**config.mk**
```make
export PLATFORM = sky130hd
export DESIGN_NAME = mem_arbiter
export DESIGN_NICKNAME = d
export VERILOG_FILES = /design/src/rtl/mem_arb_pkg.sv /design/src/rtl/mem_addr_decode.sv /design/src/rtl/mem_arbiter.sv
export SDC_FILE = /design/constraint.sdc
export NUM_CORES = 1
export LEC_CHECK = 0
export BUFFER_PORTS_ARGS = -buffer_cell sky130_fd_sc_hd__buf_2
export CORE_AREA = 4 4 85 87
export CTS_CLUSTER_SIZE = 28
export DETAILED_ROUTE_END_ITERATION = 16
export DIE_AREA = 0 0 89 91
export GPL_ROUTABILITY_DRIVEN = 0
export PLACE_DENSITY = 0.66
export SETUP_SLACK_MARGIN = 0.05
export SLEW_MARGIN = 5
export SYNTH_ARGS = -nofsm -noshare
export SYNTH_HDL_FRONTEND = slang
export SYNTH_SLANG_ARGS = --single-unit
```
**constraint.sdc**
```tcl
create_clock -name clk -period 1.1 [get_ports clk]
set_input_delay 0.165 -clock clk [delete_from_list [all_inputs] [get_ports clk]]
set_output_delay 0.165 -clock clk [all_outputs]
set_load 0.1 [all_outputs]
```
**src/rtl/mem_arb_pkg.sv**
```systemverilog
// ---------------------------------------------------------------------------
// mem_arb_pkg
// Shared types and constants for the two-master memory arbiter.
//   state_t  : arbiter FSM states (IDLE -> ACCESS -> RESP -> IDLE)
//   region_t : result of the 16-bit address decode
//   ROM_BASE / RAM_TOP : address map boundaries
//   UNMAPPED_DATA      : value returned for reads of unmapped space
// ---------------------------------------------------------------------------
package mem_arb_pkg;

    typedef enum logic [1:0] {
        IDLE   = 2'd0,
        ACCESS = 2'd1,
        RESP   = 2'd2
    } state_t;

    typedef enum logic [1:0] {
        REG_RAM  = 2'd0,
        REG_ROM  = 2'd1,
        REG_NONE = 2'd2
    } region_t;

    localparam logic [15:0] ROM_BASE      = 16'hC000;
    localparam logic [15:0] RAM_TOP       = 16'h7FFF;
    localparam logic [7:0]  UNMAPPED_DATA = 8'hFF;

    // One-hot vector for a master index (0 = CPU, 1 = debug reader).
    function automatic logic [1:0] master_onehot(input logic idx);
        return idx ? 2'b10 : 2'b01;
    endfunction

endpackage

```
**src/rtl/mem_addr_decode.sv**
```systemverilog
// ---------------------------------------------------------------------------
// mem_addr_decode
// Purely combinational decode of a 16-bit CPU-space address.
//   addr   (in,  16)       : byte address
//   region (out, region_t) : REG_RAM for $0000-$7FFF, REG_ROM for $C000-$FFFF,
//                            REG_NONE for the $8000-$BFFF hole
// ---------------------------------------------------------------------------
module mem_addr_decode
    import mem_arb_pkg::*;
(
    input  logic [15:0] addr,
    output region_t     region
);

    always_comb begin
        region = REG_NONE;
        if (addr <= RAM_TOP) begin
            region = REG_RAM;
        end else if (addr >= ROM_BASE) begin
            region = REG_ROM;
        end
    end

endmodule

```
**src/rtl/mem_arbiter.sv**
```systemverilog
// ---------------------------------------------------------------------------
// mem_arbiter
// Round-robin arbiter giving a CPU (master 0) and a debug reader (master 1)
// access to a combinational ROM and a 1-cycle-latency RAM. One transaction
// every three cycles: IDLE (decision) -> ACCESS -> RESP -> IDLE.
// Ports:
//   clk, rst_n              : clock, asynchronous active-low reset
//   m_req[1:0]              : per-master request
//   m_addr[1:0][15:0]       : per-master address
//   m_we[1:0], m_wdata      : per-master write enable / write data
//   m_gnt[1:0]              : one-cycle grant pulse (cycle N+1)
//   m_done[1:0]             : one-cycle completion pulse (cycle N+3)
//   m_rdata, m_err          : read data / error, valid with m_done
//   rom_addr, rom_cs, rom_oe, rom_data           : ROM port
//   ram_addr, ram_cs, ram_we, ram_wdata, ram_rdata : RAM port
// All outputs come straight from registers.
// ---------------------------------------------------------------------------
module mem_arbiter
    import mem_arb_pkg::*;
#(
    parameter int ROM_AW = 14,
    parameter int RAM_AW = 15
) (
    input  logic                 clk,
    input  logic                 rst_n,
    input  logic [1:0]           m_req,
    input  logic [1:0][15:0]     m_addr,
    input  logic [1:0]           m_we,
    input  logic [1:0][7:0]      m_wdata,
    output logic [1:0]           m_gnt,
    output logic [1:0]           m_done,
    output logic [7:0]           m_rdata,
    output logic                 m_err,
    output logic [ROM_AW-1:0]    rom_addr,
    output logic                 rom_cs,
    output logic                 rom_oe,
    input  logic [7:0]           rom_data,
    output logic [RAM_AW-1:0]    ram_addr,
    output logic                 ram_cs,
    output logic                 ram_we,
    output logic [7:0]           ram_wdata,
    input  logic [7:0]           ram_rdata
);

    // ------------------------------------------------------------------
    // State and output registers
    // ------------------------------------------------------------------
    state_t              state_q;
    region_t             region_q;
    logic                owner_q;
    logic                we_q;
    logic                rr_q;        // master that wins the next contention
    logic [1:0]          gnt_q;
    logic [1:0]          done_q;
    logic [7:0]          rdata_q;
    logic                err_q;
    logic [ROM_AW-1:0]   rom_addr_q;
    logic                rom_cs_q;
    logic                rom_oe_q;
    logic [RAM_AW-1:0]   ram_addr_q;
    logic                ram_cs_q;
    logic                ram_we_q;
    logic [7:0]          ram_wdata_q;

    // ------------------------------------------------------------------
    // Winner selection (only consumed in IDLE)
    // ------------------------------------------------------------------
    logic                winner_d;
    logic [15:0]         sel_addr_d;
    logic                sel_we_d;
    logic [7:0]          sel_wdata_d;
    region_t             sel_region_d;

    always_comb begin
        winner_d = 1'b0;
        if (m_req == 2'b11) begin
            winner_d = rr_q;
        end else if (m_req[1]) begin
            winner_d = 1'b1;
        end
        sel_addr_d  = m_addr[winner_d];
        sel_we_d    = m_we[winner_d];
        sel_wdata_d = m_wdata[winner_d];
    end

    mem_addr_decode u_decode (
        .addr   (sel_addr_d),
        .region (sel_region_d)
    );

    // ------------------------------------------------------------------
    // FSM with registered outputs
    // ------------------------------------------------------------------
    always_ff @(posedge clk or negedge rst_n) begin
        if (!rst_n) begin
            state_q     <= IDLE;
            region_q    <= REG_NONE;
            owner_q     <= 1'b0;
            we_q        <= 1'b0;
            rr_q        <= 1'b0;
            gnt_q       <= 2'b00;
            done_q      <= 2'b00;
            rdata_q     <= 8'h00;
            err_q       <= 1'b0;
            rom_addr_q  <= '0;
            rom_cs_q    <= 1'b0;
            rom_oe_q    <= 1'b0;
            ram_addr_q  <= '0;
            ram_cs_q    <= 1'b0;
            ram_we_q    <= 1'b0;
            ram_wdata_q <= 8'h00;
        end else begin
            // Pulse outputs default low; ram_we only ever lives for ACCESS.
            gnt_q    <= 2'b00;
            done_q   <= 2'b00;
            err_q    <= 1'b0;
            ram_we_q <= 1'b0;

            case (state_q)
                IDLE: begin
                    if (|m_req) begin
                        state_q     <= ACCESS;
                        owner_q     <= winner_d;
                        rr_q        <= ~winner_d;
                        gnt_q       <= master_onehot(winner_d);
                        we_q        <= sel_we_d;
                        region_q    <= sel_region_d;
                        rom_addr_q  <= sel_addr_d[ROM_AW-1:0];
                        ram_addr_q  <= sel_addr_d[RAM_AW-1:0];
                        ram_wdata_q <= sel_wdata_d;
                        // A write to ROM or any unmapped access selects nothing.
                        rom_cs_q    <= (sel_region_d == REG_ROM) && !sel_we_d;
                        rom_oe_q    <= (sel_region_d == REG_ROM) && !sel_we_d;
                        ram_cs_q    <= (sel_region_d == REG_RAM);
                        ram_we_q    <= (sel_region_d == REG_RAM) && sel_we_d;
                    end
                end

                ACCESS: begin
                    state_q <= RESP;
                end

                RESP: begin
                    // RAM read data has arrived by now; ROM data is combinational.
                    state_q  <= IDLE;
                    rom_cs_q <= 1'b0;
                    rom_oe_q <= 1'b0;
                    ram_cs_q <= 1'b0;
                    done_q   <= master_onehot(owner_q);
                    case (region_q)
                        REG_RAM: begin
                            if (!we_q) begin
                                rdata_q <= ram_rdata;
                            end
                        end
                        REG_ROM: begin
                            if (we_q) begin
                                err_q <= 1'b1;
                            end else begin
                                rdata_q <= rom_data;
                            end
                        end
                        default: begin
                            err_q <= 1'b1;
                            if (!we_q) begin
                                rdata_q <= UNMAPPED_DATA;
                            end
                        end
                    endcase
                end

                default: begin
                    state_q <= IDLE;
                end
            endcase
        end
    end

    assign m_gnt     = gnt_q;
    assign m_done    = done_q;
    assign m_rdata   = rdata_q;
    assign m_err     = err_q;
    assign rom_addr  = rom_addr_q;
    assign rom_cs    = rom_cs_q;
    assign rom_oe    = rom_oe_q;
    assign ram_addr  = ram_addr_q;
    assign ram_cs    = ram_cs_q;
    assign ram_we    = ram_we_q;
    assign ram_wdata = ram_wdata_q;

endmodule

```
# ---- After elaboration in Yosys (flattened, before gate mapping)
# Index checks and enable logic that the tools add are counted.
# Widths: inputs -> output; s select.
dict set report word_totals {
  out_inout_bits 54
  regBits 60
  in_bits 70
  elab_cells 67
}
dict set report op_classes {
  muxes 30
  reduce_logical 11
  n_bitwise 2
  order_cmp 3
  eq_ne 6
}
# cell n
set op_table {}
lappend op_table {{$mux 8} 5}
lappend op_table {{$mux 16} 2}
lappend op_table {{$ge 16x16->1 const B} 1}
lappend op_table {{$le 16x15->1 const B} 1}
lappend op_table {{$mux 2} 8}
lappend op_table {{$pmux 8 s2} 1}
lappend op_table {{$mux 1} 10}
lappend op_table {{$eq 2x1->1 const B} 3}
lappend op_table {{$logic_not 2->1} 3}
lappend op_table {{$pmux 1 s2} 3}
lappend op_table {{$reduce_and 2->1} 3}
lappend op_table {{$eq 2x2->1 const B} 2}
lappend op_table {{$pmux 2 s2} 1}
lappend op_table {{$logic_and 1x1->1} 2}
lappend op_table {{$lt 1x2->1 const B} 1}
lappend op_table {{$ne 2x2->1 const B} 1}
lappend op_table {{$not 1->1} 2}
lappend op_table {{$reduce_bool 2->1} 1}
lappend op_table {{$reduce_or 2->1} 1}
lappend op_table {{$logic_not 1->1} 1}

# ---- Depth between registers and ports, before layout
dict set report logic_depth {
  word_depth 11
  depth_mapped 6
  depth_no_buf 5
}

# ---- Hierarchy
# Synthesis repeated with hierarchy kept, for this count alone.
dict set report unflattened {
  cells_unflattened 263
  hier_area_um2 2568.7
}
# module instances cells_per_inst seq_area_each_um2 area_each_um2
set by_module_without_submodules {}
lappend by_module_without_submodules {mem_arbiter 1 261 1152.4 2552.4}
lappend by_module_without_submodules {mem_addr_decode 1 2 0.0 16.3}

# ---- Worst setup path after synthesis
# Ideal clock, no wire load.
dict set report synth_timing {
  path_type {register -> output}
  start {register rom_addr_q[0], in the netlist rom_addr[0]}
  end {output rom_addr[0]}
  t_arrival_ns 1.340
  path_buffers 1
  stages_incl_launch_ff 2
  required_time_ns 0.935
  path_slack_ns -0.405
  path_cell_list {dfrtp_1 -> buf_4}
}
# element line_no
set synth_rtl {}
lappend synth_rtl {{from (decl)} mem_arbiter.sv:57} ;# logic [ROM_AW-1:0] rom_addr_q;
lappend synth_rtl {{from (signal assigned)} mem_arbiter.sv:128} ;# rom_addr_q <= sel_addr_d[ROM_AW-1:0];
lappend synth_rtl {{to (decl)} mem_arbiter.sv:34} ;# output logic [ROM_AW-1:0] rom_addr,
# No word-level cell between the ends.

# ---- Final worst setup path
dict set report layout_timing {
  start {register rr_q}
  end {register rom_addr_q[2], in the netlist rom_addr[2]}
}
dict set report layout_via {
  elab_chain_cells 3
}
# element line_no
set layout_lines {}
lappend layout_lines {{from (decl)} mem_arbiter.sv:52} ;# logic rr_q;
lappend layout_lines {{from (signal assigned)} mem_arbiter.sv:124} ;# rr_q <= ~winner_d;
lappend layout_lines {{$mux 1} mem_arbiter.sv:76} ;# if (m_req == 2'b11) begin
lappend layout_lines {{$mux 16 (not written as such) (2 in series)} mem_arbiter.sv:81} ;# sel_addr_d = m_addr[winner_d];
# No other way between the ends. The select of a mux whose other input is x is not followed.
# A chain may end at the register's enable or synchronous reset.

==> results <==
- Across every metal layer, demand over resource in global routing totals 0.148.
- The reported max-cap violation count is 0.
- The number of warning messages in the yosys log is 0.
- The highest metal layer carrying signal wires in the routed design is met5.
- The minimum period implied by the final worst setup slack is 1290 ps.
- The area of the die is 8100 um2.
- Setup repair after global routing could not meet its margin everywhere.
- The number of vias per cell is 4.69.
- The die outline height is 91 um.
- The area of the mapped netlist is 2190 um2.
- The net count of the mapped netlist is 287.
- The actual slew at the worst max-slew pin is 375 ps.
- The number of hold violations in the final report came to 0.
- The half-perimeter wire length of the detailed placement result is 4560 um.
- The number of I/O port buffers is 123.
- The width of the die is 89 um.
- The floorplan has 29 rows.
- The wire length on met1 is 2490 um.
- The net count reported at finish is 422.
- The fraction of the yosys area taken by sequential cells is 0.526.
- The count of flip-flops with a built-in enable after synthesis is 0.
- In the final layout, the share of cells above drive strength 1 is 0.654.
- Counting every instance in the synthesized netlist gives 217.
- Of the post-synthesis cell area, the dominant cell type holds 0.514.
- Data arrives at the worst endpoint at 1480 ps.
- Clock tree synthesis selected as its root buffer the cell clkbuf_8.
- The count of inserted antenna diode cells is 0.
- A synthesized cell averages 10.1 um2.
- The largest total area in the synthesized netlist belongs to dfrtp_1.
- The worst-skew pair later-pin latency is 290 ps.
- The number of distinct library cells after synthesis is 25.
- No sink is reached through more buffers than the 2 on the longest clock path.
- The final reports fail on negative setup slack.
- TritonCTS built the clock tree.
- After synthesis the netlist holds a flip-flop and latch count of 46.
- The endpoint type of the worst setup path is a flip-flop.
- The number of global-route vias before repair was 1978.
- The region available for standard cell placement spans 6350 um2.
- In this run the number of H-tree levels came out at 2.
- For this configuration, the core starts out at a cell density of 0.345.
- The DRC violations left is 0.
- Yosys instantiated no cell more often than dfrtp_1.
- Buffers inserted during clock tree synthesis total 5.
- In the finished design, the share of the clock period the worst path needs comes to 1.18.
- The run finished, with violations left.
- After routing the design area is 4350 um2.
- The total number of clock tree sinks is 46.
- The largest fanout on the critical path is 6.
- Summed over all nets, wire length on met3 after detailed routing comes to 669 um.
- In the synthesized netlist the dominant register cell turns out to be dfrtp_1.
- Timing analysis after detailed placement gives a worst setup slack of -197 ps.
- The worst slew slack as a fraction of its limit is 0.749.
- The clock skew after layout is 6.20 ps.
- The setup slack of the critical path after layout is -193 ps.
- The number of pins with negative max-slew slack in the final report is 0.
- Summed over all layers, the routed wires come to 6730 um.
- STA classifies the critical path startpoint as a flip-flop.
- The total overflow left after global routing is 0.
- The total met2 wirelength after detailed routing is 3450 um.
- STA puts the critical path data required time at 1290 ps.
- Entering global routing, the biggest net connects 47 pins.
- The violation count after the first detailed-route iteration is 37.
- Pin placement for this block handled 124 I/O pins.
- Once placement finished, the instance area stood at 3830 um2.
- In the synthesized netlist the async set-or-reset flop fraction comes to 1.00.
- After clock tree synthesis, the clock-pin slew on the worst setup and hold paths is 90 ps.
- The commonest cells after synthesis are 45 x dfrtp_1, 29 x o21ai_0, 28 x nand2_1, 26 x mux2i_1, 17 x nor2_1.
- The number of routed nets with antenna violations is 0.
- After synthesis, the cell types taking the most area are dfrtp_1 51%, mux2i_1 12%, o21ai_0 6.6%.
- The area added between synthesis and finish is 98.6%.
- The number of iterations in the first detailed-routing pass is 4.
- Derived from the worst setup path, the maximum achievable clock frequency is 0.774 GHz.
- The initial antenna violation count is 1.
- After detailed routing, the average wire length per cell comes to 15.7 um.
- The path class of the tightest hold or removal check is in2reg.
- Hold timing on the final database bottoms out at a slack of 137 ps.
- Summing over every cut layer, the via total after detailed routing is 2016.
- The total setup violations reported at the end of the flow is 69.
- The wire length of the first global-routing pass is 9450 um.
- By startpoint and endpoint, the worst setup path is classified as reg2reg.
==> path summary, 6_finish.rpt <==
check	start	slack, ps	endpoint	cells after the start
setup reg to reg	rr_q	-190	rom_addr[2]	5
max in group asynchronous	rst_n	460	region_q[1]	3
hold reg to reg	owner_q	460	m_done[0]	1
min in group asynchronous	rst_n	370	rom_addr[2]	3
hold / removal	m_addr[26]	140	rom_addr[10]	3
setup / recovery	rr_q	-190	rom_addr[2]	5
==> layer usage <==
metal / vias up / global-route usage
li1: 986 / -
met1: 927 / 0.174
met2: 89 / 0.252
met3: 12 / 0.0489
met4: 2 / 0.0484
met5: - / 0
==> area by class of cell <==
cell class,count,area [um2]
well taps,77,96.3
clock inverters,3,68.8
flip-flops and latches,46,1230
inverters,3,11.3
repair buffers,155,1850
fillers,451,2000
clock buffers,5,68.8
multi-input cells,141,1020
==> per-stage QoR <==
| step | std cells | setup TNS [ps] | utilization |
|---|---|---|---|
| 2_1_floorplan | 217 | -1110 | - |
| 3_3_place_gp | 407 | -3570 | 0.603 |
| 3_5_place_dp | 407 | -5060 | 0.603 |
| 4_1_cts | 425 | -6000 | 0.653 |
| 5_1_grt | 430 | -9660 | 0.685 |
| 6_report | 430 | -6010 | 0.685 |
==> flip-flops by register name, summed over array words and instances (netlist names) <==
name	flops
rom_addr	13
m_rdata	8
ram_wdata	8
m_done	2
m_gnt	2
ram_addr	2
region_q	2
state_q	2
m_err	1
owner_q	1
ram_cs	1
ram_we	1
rom_oe	1
rr_q	1
we_q	1
==> cell usage in the layout (no fill, tap or decap), types with 3 or more instances in the layout <==
master    instances
nor2_1            7
buf_6             9
clkbuf_8          5
o21ai_1          25
nor2_4           10
buf_12           59
a211oi_2          5
buf_2            69
dfrtp_2          19
dfrtp_4          15
buf_4            13
nand2_1          28
nor2b_1          11
a211oi_1          3
a21oi_2           8
mux2i_1          24
dfrtp_1          11
==> worst max-delay path, cell delays in order, from the launching register on <==
cell and delay [ps]:
dfrtp_1 420, o21ai_4 160, buf_6 170, clkbuf_16 160, mux2i_1 200, o21ai_1 80
==> cell families (layout without fill, tap and decap cells) <==
logic type,Yosys count,after routing,share of synthesized area
AOI/OAI and AO/OA,50,50,0.126
buffers and inverters,30,166,0.0891
DFF,46,46,0.526
muxes,28,28,0.129
and+or+nand+nor,63,63,0.129
==> timing repair <==
item	4_1_cts	5_1_grt
gates resized for setup	17	38
pin swaps	5	4
setup buffers	7	3
hold endpoints to repair	45	0
gates cloned	2	2
setup endpoints to repair	93	96
hold buffers	1	0
Power is left out: the tool's default activity adds up to more than one toggle a clock period on the data nets, which glitch-free logic cannot reach.
